## config.mk

```make
export PLATFORM = sky130hd
export DESIGN_NAME = dense_feed_ctrl_flat
export DESIGN_NICKNAME = d
export VERILOG_FILES = /design/src/rtl/dense_feed_if.sv /design/src/rtl/dense_feed_ctrl.sv /design/src/flat_wrapper.sv
export SDC_FILE = /design/constraint.sdc
export NUM_CORES = 1
export LEC_CHECK = 0
export ABC_AREA = 1
export ABC_CLOCK_PERIOD_IN_PS = 9850
export CORE_UTILIZATION = 55
export CTS_CLUSTER_DIAMETER = 150
export DETAILED_ROUTE_END_ITERATION = 10
export MAX_ROUTING_LAYER = met4
export PLACE_DENSITY = 0.8
export SETUP_SLACK_MARGIN = 0.05
export SLEW_MARGIN = 20
export SYNTH_ARGS = -nofsm -noshare
export SYNTH_HDL_FRONTEND = slang
export SYNTH_SLANG_ARGS = --single-unit
```

## constraint.sdc

```tcl
create_clock -name clk -period 9.85 [get_ports clk]
set_input_delay 1.97 -clock clk [delete_from_list [all_inputs] [get_ports clk]]
set_output_delay 1.97 -clock clk [all_outputs]
set_load 0.03 [all_outputs]
```

## src/rtl/dense_feed_if.sv

```systemverilog
// Handshake and load-port bundle for dense_feed_ctrl.
// master: the controller; slave: weight/feature sources and dense layer.
`ifndef BIT_DATA
`define BIT_DATA 8
`endif
`ifndef DENSE_KSIZE
`define DENSE_KSIZE 10
`endif

interface dense_feed_if #(
   parameter int BIT_DATA = `BIT_DATA,
   parameter int KSIZE    = `DENSE_KSIZE,
   parameter int SIZE     = 128
);
   localparam int BIT_IN = BIT_DATA * KSIZE;
   localparam int AW0    = $clog2(KSIZE);
   localparam int AW1    = $clog2(SIZE);

   logic                       start;
   logic                       w_valid;
   logic                       w_ready;
   logic signed [BIT_DATA-1:0] w_data;
   logic                       x_valid;
   logic                       x_ready;
   logic signed [BIT_DATA-1:0] x_data;
   logic                       load;
   logic [AW0-1:0]             addr0;
   logic [AW1-1:0]             addr1;
   logic signed [BIT_IN-1:0]   w;
   logic signed [BIT_DATA-1:0] x;
   logic                       frame_start;
   logic                       underrun;
   logic                       busy;

   modport master (
      input  start, w_valid, w_data, x_valid, x_data,
      output w_ready, x_ready, load, addr0, addr1, w, x,
      output frame_start, underrun, busy
   );

   modport slave (
      output start, w_valid, w_data, x_valid, x_data,
      input  w_ready, x_ready, load, addr0, addr1, w, x,
      input  frame_start, underrun, busy
   );
endinterface

```

## src/rtl/dense_feed_ctrl.sv

```systemverilog
// Packs a serial weight stream into dense-layer load writes, then streams
// features on x phase-aligned to the layer's free-running counter.
// Ports: clk, rst (async, active-high); bus (dense_feed_if.master):
//   start, w_valid/w_ready/w_data, x_valid/x_ready/x_data in/handshake;
//   load, addr0, addr1, w, x, frame_start, underrun, busy out.
`ifndef BIT_DATA
`define BIT_DATA 8
`endif
`ifndef DENSE_KSIZE
`define DENSE_KSIZE 10
`endif

module dense_feed_ctrl #(
   parameter int BIT_DATA = `BIT_DATA,
   parameter int KSIZE    = `DENSE_KSIZE,
   parameter int SIZE     = 128
) (
   input  logic         clk,
   input  logic         rst,
   dense_feed_if.master bus
);
   localparam int BIT_IN = BIT_DATA * KSIZE;
   localparam int AW0    = $clog2(KSIZE);
   localparam int AW1    = $clog2(SIZE);

   localparam logic [2:0] S_IDLE    = 3'd0;
   localparam logic [2:0] S_COLLECT = 3'd1;
   localparam logic [2:0] S_WRITE   = 3'd2;
   localparam logic [2:0] S_ALIGN   = 3'd3;
   localparam logic [2:0] S_STREAM  = 3'd4;

   localparam logic [AW0-1:0] LANE_LAST = AW0'(KSIZE - 1);
   localparam logic [AW1-1:0] POS_LAST  = AW1'(SIZE - 1);

   logic [2:0]          state_q, state_d;
   logic [AW1-1:0]      pos_q, pos_d;
   logic [AW0-1:0]      lane_q, lane_d;
   logic [AW1-1:0]      mc_q, mc_d;
   logic [BIT_IN-1:0]   lanes_q, lanes_d;
   logic                load_q, load_d;
   logic [AW0-1:0]      addr0_q, addr0_d;
   logic [AW1-1:0]      addr1_q, addr1_d;
   logic [BIT_IN-1:0]   w_q, w_d;
   logic [BIT_DATA-1:0] x_q, x_d;
   logic                fs_q, fs_d;
   logic                under_q, under_d;
   logic                busy_q, busy_d;
   logic                w_rdy, x_rdy;
   logic                w_acc, x_acc;

   assign w_rdy = (state_q == S_COLLECT);
   assign x_rdy = (state_q == S_STREAM);
   assign w_acc = w_rdy & bus.w_valid;
   assign x_acc = x_rdy & bus.x_valid;

   // Copy of the dense layer's counter: it freezes only on load cycles.
   always_comb begin
      mc_d = mc_q;
      if (!load_q) begin
         mc_d = (mc_q == POS_LAST) ? '0 : mc_q + 1'b1;
      end
   end

   always_comb begin
      state_d = state_q;
      pos_d   = pos_q;
      lane_d  = lane_q;
      lanes_d = lanes_q;
      load_d  = 1'b0;
      addr0_d = addr0_q;
      addr1_d = addr1_q;
      w_d     = w_q;
      x_d     = '0;
      fs_d    = 1'b0;
      under_d = under_q;
      case (state_q)
         S_IDLE: begin
            if (bus.start) begin
               state_d = S_COLLECT;
               pos_d   = '0;
               lane_d  = '0;
            end
         end
         S_COLLECT: begin
            if (w_acc) begin
               lanes_d[int'(lane_q)*BIT_DATA +: BIT_DATA] = bus.w_data;
               if (lane_q == LANE_LAST) begin
                  lane_d  = '0;
                  state_d = S_WRITE;
                  load_d  = 1'b1;
                  addr0_d = LANE_LAST;
                  addr1_d = pos_q;
                  w_d     = lanes_d;
               end else begin
                  lane_d = lane_q + 1'b1;
               end
            end
         end
         S_WRITE: begin
            if (pos_q == POS_LAST) begin
               state_d = S_ALIGN;
            end else begin
               pos_d   = pos_q + 1'b1;
               state_d = S_COLLECT;
            end
         end
         S_ALIGN: begin
            // Stream starts when the counter is about to read SIZE-1:
            // that cycle's feature is registered onto x as it wraps to 0.
            if (mc_d == POS_LAST) state_d = S_STREAM;
         end
         S_STREAM: begin
            x_d     = x_acc ? bus.x_data : '0;
            under_d = under_q | ~x_acc;
            fs_d    = (mc_d == '0);
         end
         default: state_d = S_IDLE;
      endcase
      busy_d = (state_d != S_IDLE);
   end

   always_ff @(posedge clk or posedge rst) begin
      if (rst) begin
         state_q <= S_IDLE;
         pos_q   <= '0;
         lane_q  <= '0;
         mc_q    <= '0;
         lanes_q <= '0;
         load_q  <= 1'b0;
         addr0_q <= '0;
         addr1_q <= '0;
         w_q     <= '0;
         x_q     <= '0;
         fs_q    <= 1'b0;
         under_q <= 1'b0;
         busy_q  <= 1'b0;
      end else begin
         state_q <= state_d;
         pos_q   <= pos_d;
         lane_q  <= lane_d;
         mc_q    <= mc_d;
         lanes_q <= lanes_d;
         load_q  <= load_d;
         addr0_q <= addr0_d;
         addr1_q <= addr1_d;
         w_q     <= w_d;
         x_q     <= x_d;
         fs_q    <= fs_d;
         under_q <= under_d;
         busy_q  <= busy_d;
      end
   end

   assign bus.w_ready     = w_rdy;
   assign bus.x_ready     = x_rdy;
   assign bus.load        = load_q;
   assign bus.addr0       = addr0_q;
   assign bus.addr1       = addr1_q;
   assign bus.w           = w_q;
   assign bus.x           = x_q;
   assign bus.frame_start = fs_q;
   assign bus.underrun    = under_q;
   assign bus.busy        = busy_q;
endmodule

```

## src/flat_wrapper.sv

```systemverilog
// flat-port wrapper written by rule: the top's interface ports become plain ports
module dense_feed_ctrl_flat 
#(
   parameter int BIT_DATA = `BIT_DATA,
   parameter int KSIZE    = `DENSE_KSIZE,
   parameter int SIZE     = 128
)
  (clk, rst, bus_start, bus_w_valid, bus_w_data, bus_x_valid, bus_x_data, bus_w_ready, bus_x_ready, bus_load, bus_addr0, bus_addr1, bus_w, bus_x, bus_frame_start, bus_underrun, bus_busy);
  dense_feed_if #(.BIT_DATA(BIT_DATA), .KSIZE(KSIZE), .SIZE(SIZE)) bus_i ();
  input  logic clk;
  input  logic rst;
  input wire logic [$bits(bus_i.start)-1:0] bus_start;
  input wire logic [$bits(bus_i.w_valid)-1:0] bus_w_valid;
  input wire logic [$bits(bus_i.w_data)-1:0] bus_w_data;
  input wire logic [$bits(bus_i.x_valid)-1:0] bus_x_valid;
  input wire logic [$bits(bus_i.x_data)-1:0] bus_x_data;
  output wire logic [$bits(bus_i.w_ready)-1:0] bus_w_ready;
  output wire logic [$bits(bus_i.x_ready)-1:0] bus_x_ready;
  output wire logic [$bits(bus_i.load)-1:0] bus_load;
  output wire logic [$bits(bus_i.addr0)-1:0] bus_addr0;
  output wire logic [$bits(bus_i.addr1)-1:0] bus_addr1;
  output wire logic [$bits(bus_i.w)-1:0] bus_w;
  output wire logic [$bits(bus_i.x)-1:0] bus_x;
  output wire logic [$bits(bus_i.frame_start)-1:0] bus_frame_start;
  output wire logic [$bits(bus_i.underrun)-1:0] bus_underrun;
  output wire logic [$bits(bus_i.busy)-1:0] bus_busy;
  assign bus_i.start = bus_start;
  assign bus_i.w_valid = bus_w_valid;
  assign bus_i.w_data = bus_w_data;
  assign bus_i.x_valid = bus_x_valid;
  assign bus_i.x_data = bus_x_data;
  assign bus_w_ready = bus_i.w_ready;
  assign bus_x_ready = bus_i.x_ready;
  assign bus_load = bus_i.load;
  assign bus_addr0 = bus_i.addr0;
  assign bus_addr1 = bus_i.addr1;
  assign bus_w = bus_i.w;
  assign bus_x = bus_i.x;
  assign bus_frame_start = bus_i.frame_start;
  assign bus_underrun = bus_i.underrun;
  assign bus_busy = bus_i.busy;
  dense_feed_ctrl #(.BIT_DATA(BIT_DATA), .KSIZE(KSIZE), .SIZE(SIZE)) u_core (.clk(clk), .rst(rst), .bus(bus_i));
endmodule
```

# After elaboration in Yosys (flattened, before gate mapping)
# Cells that the tools add are included.
[classes] shifts=2 eq_ne=11 reduce_logical=9 add_sub_neg=4 n_bitwise=4 n_mux=22
[op_table] operator="80-bit bitwise mux" n=1
[op_table] operator="8-bit by 33-bit variable shift with 80-bit output, first input constant" n=1
[op_table] operator="8-bit by 33-bit variable part select with 80-bit output" n=1
[op_table] operator="7-bit negation with 33-bit output" n=1
[op_table] operator="7-bit two-way mux" n=4
[op_table] operator="7-bit == test, second input constant" n=3
[op_table] operator="8-bit two-way mux" n=2
[op_table] operator="3-bit one-hot mux with 5 select lines" n=1
[op_table] operator="7-bit by 1-bit adder with 7-bit output, second input constant" n=2
[op_table] operator="7-bit one-hot mux with 2 select lines" n=1
[op_table] operator="3-bit two-way mux" n=4
[op_table] operator="4-bit two-way mux" n=3
[op_table] operator="3-bit AND reduction" n=3
[op_table] operator="4-bit one-hot mux with 2 select lines" n=1
[op_table] operator="7-bit logical NOT" n=1
[op_table] operator="3-bit by 2-bit == test with 1-bit output, second input constant" n=2
[op_table] operator="2-bit inequality test, second input constant" n=3
[op_table] operator="4-bit by 1-bit adder with 4-bit output, second input constant" n=1
[op_table] operator="4-bit == test, second input constant" n=1
[op_table] operator="1-bit two-way mux" n=4
[op_table] operator="2-bit nonzero test" n=2
[op_table] operator="3-bit by 1-bit == test with 1-bit output, second input constant" n=1
[op_table] operator="3-bit == test, second input constant" n=1
[op_table] operator="3-bit logical NOT" n=1
[op_table] operator="other kinds (6)" n=7
[totals] word_cells=65 input_bits=21 output_inout_bits=105 regBits=201

# Longest topological paths before layout
[logic_depth] ltp_word=7 mapped_depth=14

# Least setup slack after synthesis
# No wires, ideal clock.
[synth_timing] path_kind="register to output" start="register u_core.state_q[1]" end="output port bus_x_ready" stages_incl_launch_ff=4 t_required_ps=7880 slack_ps=6831 arrival_ps=1049 path_cell_list="dfrtp_1 -> inv_1 -> nand2_1 -> nor2_1"
[synth_between] elab_chain_cells=1
[synth_rtl] item="start: declaration" line_no="dense_feed_ctrl.sv:35" source="logic [2:0] state_q, state_d;"
[synth_rtl] item="start signal: assignment" line_no="dense_feed_ctrl.sv:138" source="state_q <= state_d;"
[synth_rtl] item="3-bit == test" line_no="dense_feed_ctrl.sv:52" source="assign x_rdy = (state_q == S_STREAM);"
[synth_rtl] item="end: declaration" line_no="flat_wrapper.sv:18" source="output wire logic [$bits(bus_i.x_ready)-1:0] bus_x_ready;"
# Every way passes these cells.

# Worst setup path after layout
[layout_timing] start="input port bus_w_valid" end="register u_core.w_q[44], in the netlist u_core.bus.w[44]"
[layout_between] elab_chain_cells=2
[layout_rtl] item="start: declaration" line_no="flat_wrapper.sv:13" source="input wire logic [$bits(bus_i.w_valid)-1:0] bus_w_valid;"
[layout_rtl] item="1-bit bitwise AND" line_no="dense_feed_ctrl.sv:53" source="assign w_acc = w_rdy & bus.w_valid;"
[layout_rtl] item="3-bit AND reduction (no line)"
[layout_rtl] item="end signal: assignment" line_no="dense_feed_ctrl.sv:146" source="w_q <= w_d;"
[layout_rtl] item="end: declaration" line_no="dense_feed_ctrl.sv:43" source="logic [BIT_IN-1:0] w_q, w_d;"
# Every way passes these cells.
# A chain may end at the register's enable or synchronous reset.

==> results.cfg <==
[min_path]
hold_depth = 2
hold_path.class = register to register

[floorplanning]
die_y_um = 130
core_um2 = 15900
die_w_um = 130
io_pins = 126
rows = 46
initial_core_util = 0.565
dieArea_um2 = 16900

[run_status]
outcome = finished, final reports clean

[timing]
max_freq_mhz = 232
hold_viol = 0
fin_crit_ns = 4.30
holdWs_ns = 0.478
worstMarginPinSlew_ns = 1.07
rsz0062_at_grt = false
setup_violations = 0
fin_tns_setup_ns = 0
finalCritPeriodShare = 0.437
timing.final.max_slew_violations = 0
skew_ns = 0.00561
relSlewSlack = 0.288

[setup_path]
path_max_fanout = 114
slowest_stage = nand2_4
critical_path_class = input port to register
rr_worst_depth = 9
arrival_ns = 4.64
required_ns = 10.18
start_kind = input port
critical_path.cell_chain = clkdlybuf4s50_1 > nand2_4 > nor2_2 > inv_4 > buf_4 > o21ai_0
end_kind = register
cpPeakStageDelay_ns = 0.76

[synthesis]
async_reset_ff_frac = 1.00
synth.ff_latch_count = 201
netlist_instances = 1079
avgSynthCellArea_um2 = 8.35
ys_seq_area_frac = 0.558
ys.flop_type = dfrtp_1
netlist_area_um2 = 9010
synth_warnings = 0
yosys.cell_types.count = 37
synth_edf_count = 0

[cts]
worstSkewPairLatency_ns = 0.49
clk_pin_slew_ns = 0.06
cts_setup_buffers = 0
htreeDepth = 1
cts_inserted_buffers = 20
ctsLongestPathBuffers = 3
cts_tree = yes
cts-root-buf = clkbuf_16
cts_resized = 0
clock_sinks = 201
hold_buffers = 0

[global_route]
grt_overflow = 0
grt_util_all_layers = 0.256
grt_pass1_vias = 6654
grt_max_degree = 136
grt_pass1_wl_um = 33300
antenna_found_initial = 0

[pwr]
p_clk_frac = 0.476
p_switching_mw = 0.334
p_seq_frac = 0.503
p_leak_nw = 5.13
irDropWorstVdd_mv = 0.158
p_int_mw = 1.31
p_comb_frac = 0.021
netSwitchingFraction = 0.204
powerDensity_nw_per_um2 = 150

[job]
maxCapViolCount = 0

[place]
place_congestion = 0.847
port_buffers = 123
dp_hpwl_um = 13400

[finish]
drive_gt1_frac = 0.0638
syn_to_final_growth_pct = 21.8
fin_nets = 1205
insertedDiodeCount = 0

[detailed_routing]
drc = 0
wirelength_um = 20200
num_vias = 7419
drt_iter0_markers = 600
viasPerCell = 5.27
detail-route-antenna-nets = 0
wl_per_cell_um = 14.4
drtPass1Iterations = 5
-- final cells by class --
cell class | count | area, um2
flip-flops and latches | 201 | 5030
repair buffers | 126 | 1250
clock buffers | 28 | 592
well taps | 216 | 270
clock inverters | 8 | 90.1
multi-input cells | 747 | 3420
inverters | 81 | 317
fillers | 1244 | 4970
-- layout by cell type, fill, tap and decap left out, types with 4 or more instances in the layout --
cell type and n:
nand2_1 398, dfrtp_1 201, clkdlybuf4s50_1 123, o21ai_0 105, o21ai_1 75, inv_1 67
nand3_1 64, nor2_1 37, clkbuf_16 21, nand4_1 10, inv_2 9, o21ai_2 9
ha_1 7, a21oi_1 6, clkinv_2 6, nor3_1 5, nor2_4 4, nand3_2 4
clkbuf_8 4
-- worst max-delay path: cells and delay by family --
kind            cells  cell delay, ns
compound gates      1            0.22
buf+inv             3            1.51
simple gates        2            0.87
-- registers in the layout, indices dropped and copies added, names as in the netlist --
signal and cells:
u_core.bus.addr1 7, u_core.pos_q 7, u_core.bus.load 1, u_core.bus.underrun 1, u_core.bus.w 80, u_core.mc_q 7, u_core.bus.addr0 1, u_core.bus.frame_start 1
u_core.state_q 3, u_core.lane_q 4, u_core.bus.busy 1, u_core.bus.x 8, u_core.lanes_q 80
-- power groups by stage --
stage          logic [mW]  clock network (mW)  registers (mW)
3_5_place_dp       0.0354                   0           0.841
2_1_floorplan      0.0170                   0           0.842
3_3_place_gp       0.0355                   0           0.841
5_1_grt            0.0389               0.836           0.825
6_report           0.0343               0.781           0.826
4_1_cts            0.0355               0.793           0.826
-- routing by layer --
metal	share of wire	GRT usage	up-vias
li1	-	-	3673
met1	0.46	0.364	3472
met5	0	-	-
met2	0.46	0.390	244
met3	0.063	0.0373	30
met4	0.018	0.0629	0
-- cell families after synthesis --
| kind of cell | Yosys count | synth area share |
|---|---|---|
| adder cells (fa/ha/maj) | 7 | 0.00972 |
| AO/OA/AOI/OAI | 201 | 0.117 |
| XOR/XNOR | 3 | 0.00292 |
| AND/OR/NAND/NOR | 534 | 0.249 |
| other | 1 | 0.000416 |
| buffers and inverters | 132 | 0.0631 |
| flip-flops | 201 | 0.558 |
-- per-stage QoR --
step | instance area, um2 | utilization | setup slack, ns | total power [mW] | std cells
2_1_floorplan | 9010 | - | 2.40 | 0.859 | 1080
3_3_place_gp | 10300 | 0.645 | 5.02 | 0.877 | 1371
3_5_place_dp | 10300 | 0.645 | 4.99 | 0.877 | 1371
4_1_cts | 11000 | 0.688 | 5.48 | 1.65 | 1407
5_1_grt | 11000 | 0.688 | 5.24 | 1.70 | 1407
6_report | 11000 | 0.688 | 5.55 | 1.64 | 1407
-- path summary, 6_finish.rpt --
check / from / end / slack, ns
setup / recovery: bus_w_valid / u_core.bus.w[44] / 5.55
hold / removal: u_core.bus.w[4] / u_core.bus.w[4] / 0.48
setup reg to reg: u_core.state_q[2] / u_core.bus.busy / 6.83
hold reg to reg: u_core.bus.w[4] / u_core.bus.w[4] / 0.48
max in group asynchronous: rst / u_core.lanes_q[53] / 6.41
min in group asynchronous: rst / u_core.mc_q[3] / 2.07
-- cell usage after synthesis (2+ instances only) --
cell,n,area [um2]
o21ai_1,75,375
nand2_2,2,12.5
ha_1,7,87.6
inv_2,10,37.5
o22ai_1,2,12.5
clkbuf_1,23,86.3
buf_6,3,33.8
xor2_1,2,17.5
nand2_1,398,1490
nor2_2,3,18.8
nand3_1,64,320
clkinv_1,2,7.51
nand4_1,10,62.6
inv_1,68,255
nor2_1,37,139
dfrtp_1,201,5030
buf_2,17,85.1
a21oi_1,6,30.0
o21ai_0,105,526
nand3_2,4,40.0
buf_4,7,52.6
nor2_4,4,45.0
o21ai_2,9,78.8
nor3_1,5,25.0
nor3_4,3,48.8
(Power assumes the default switching activity.)
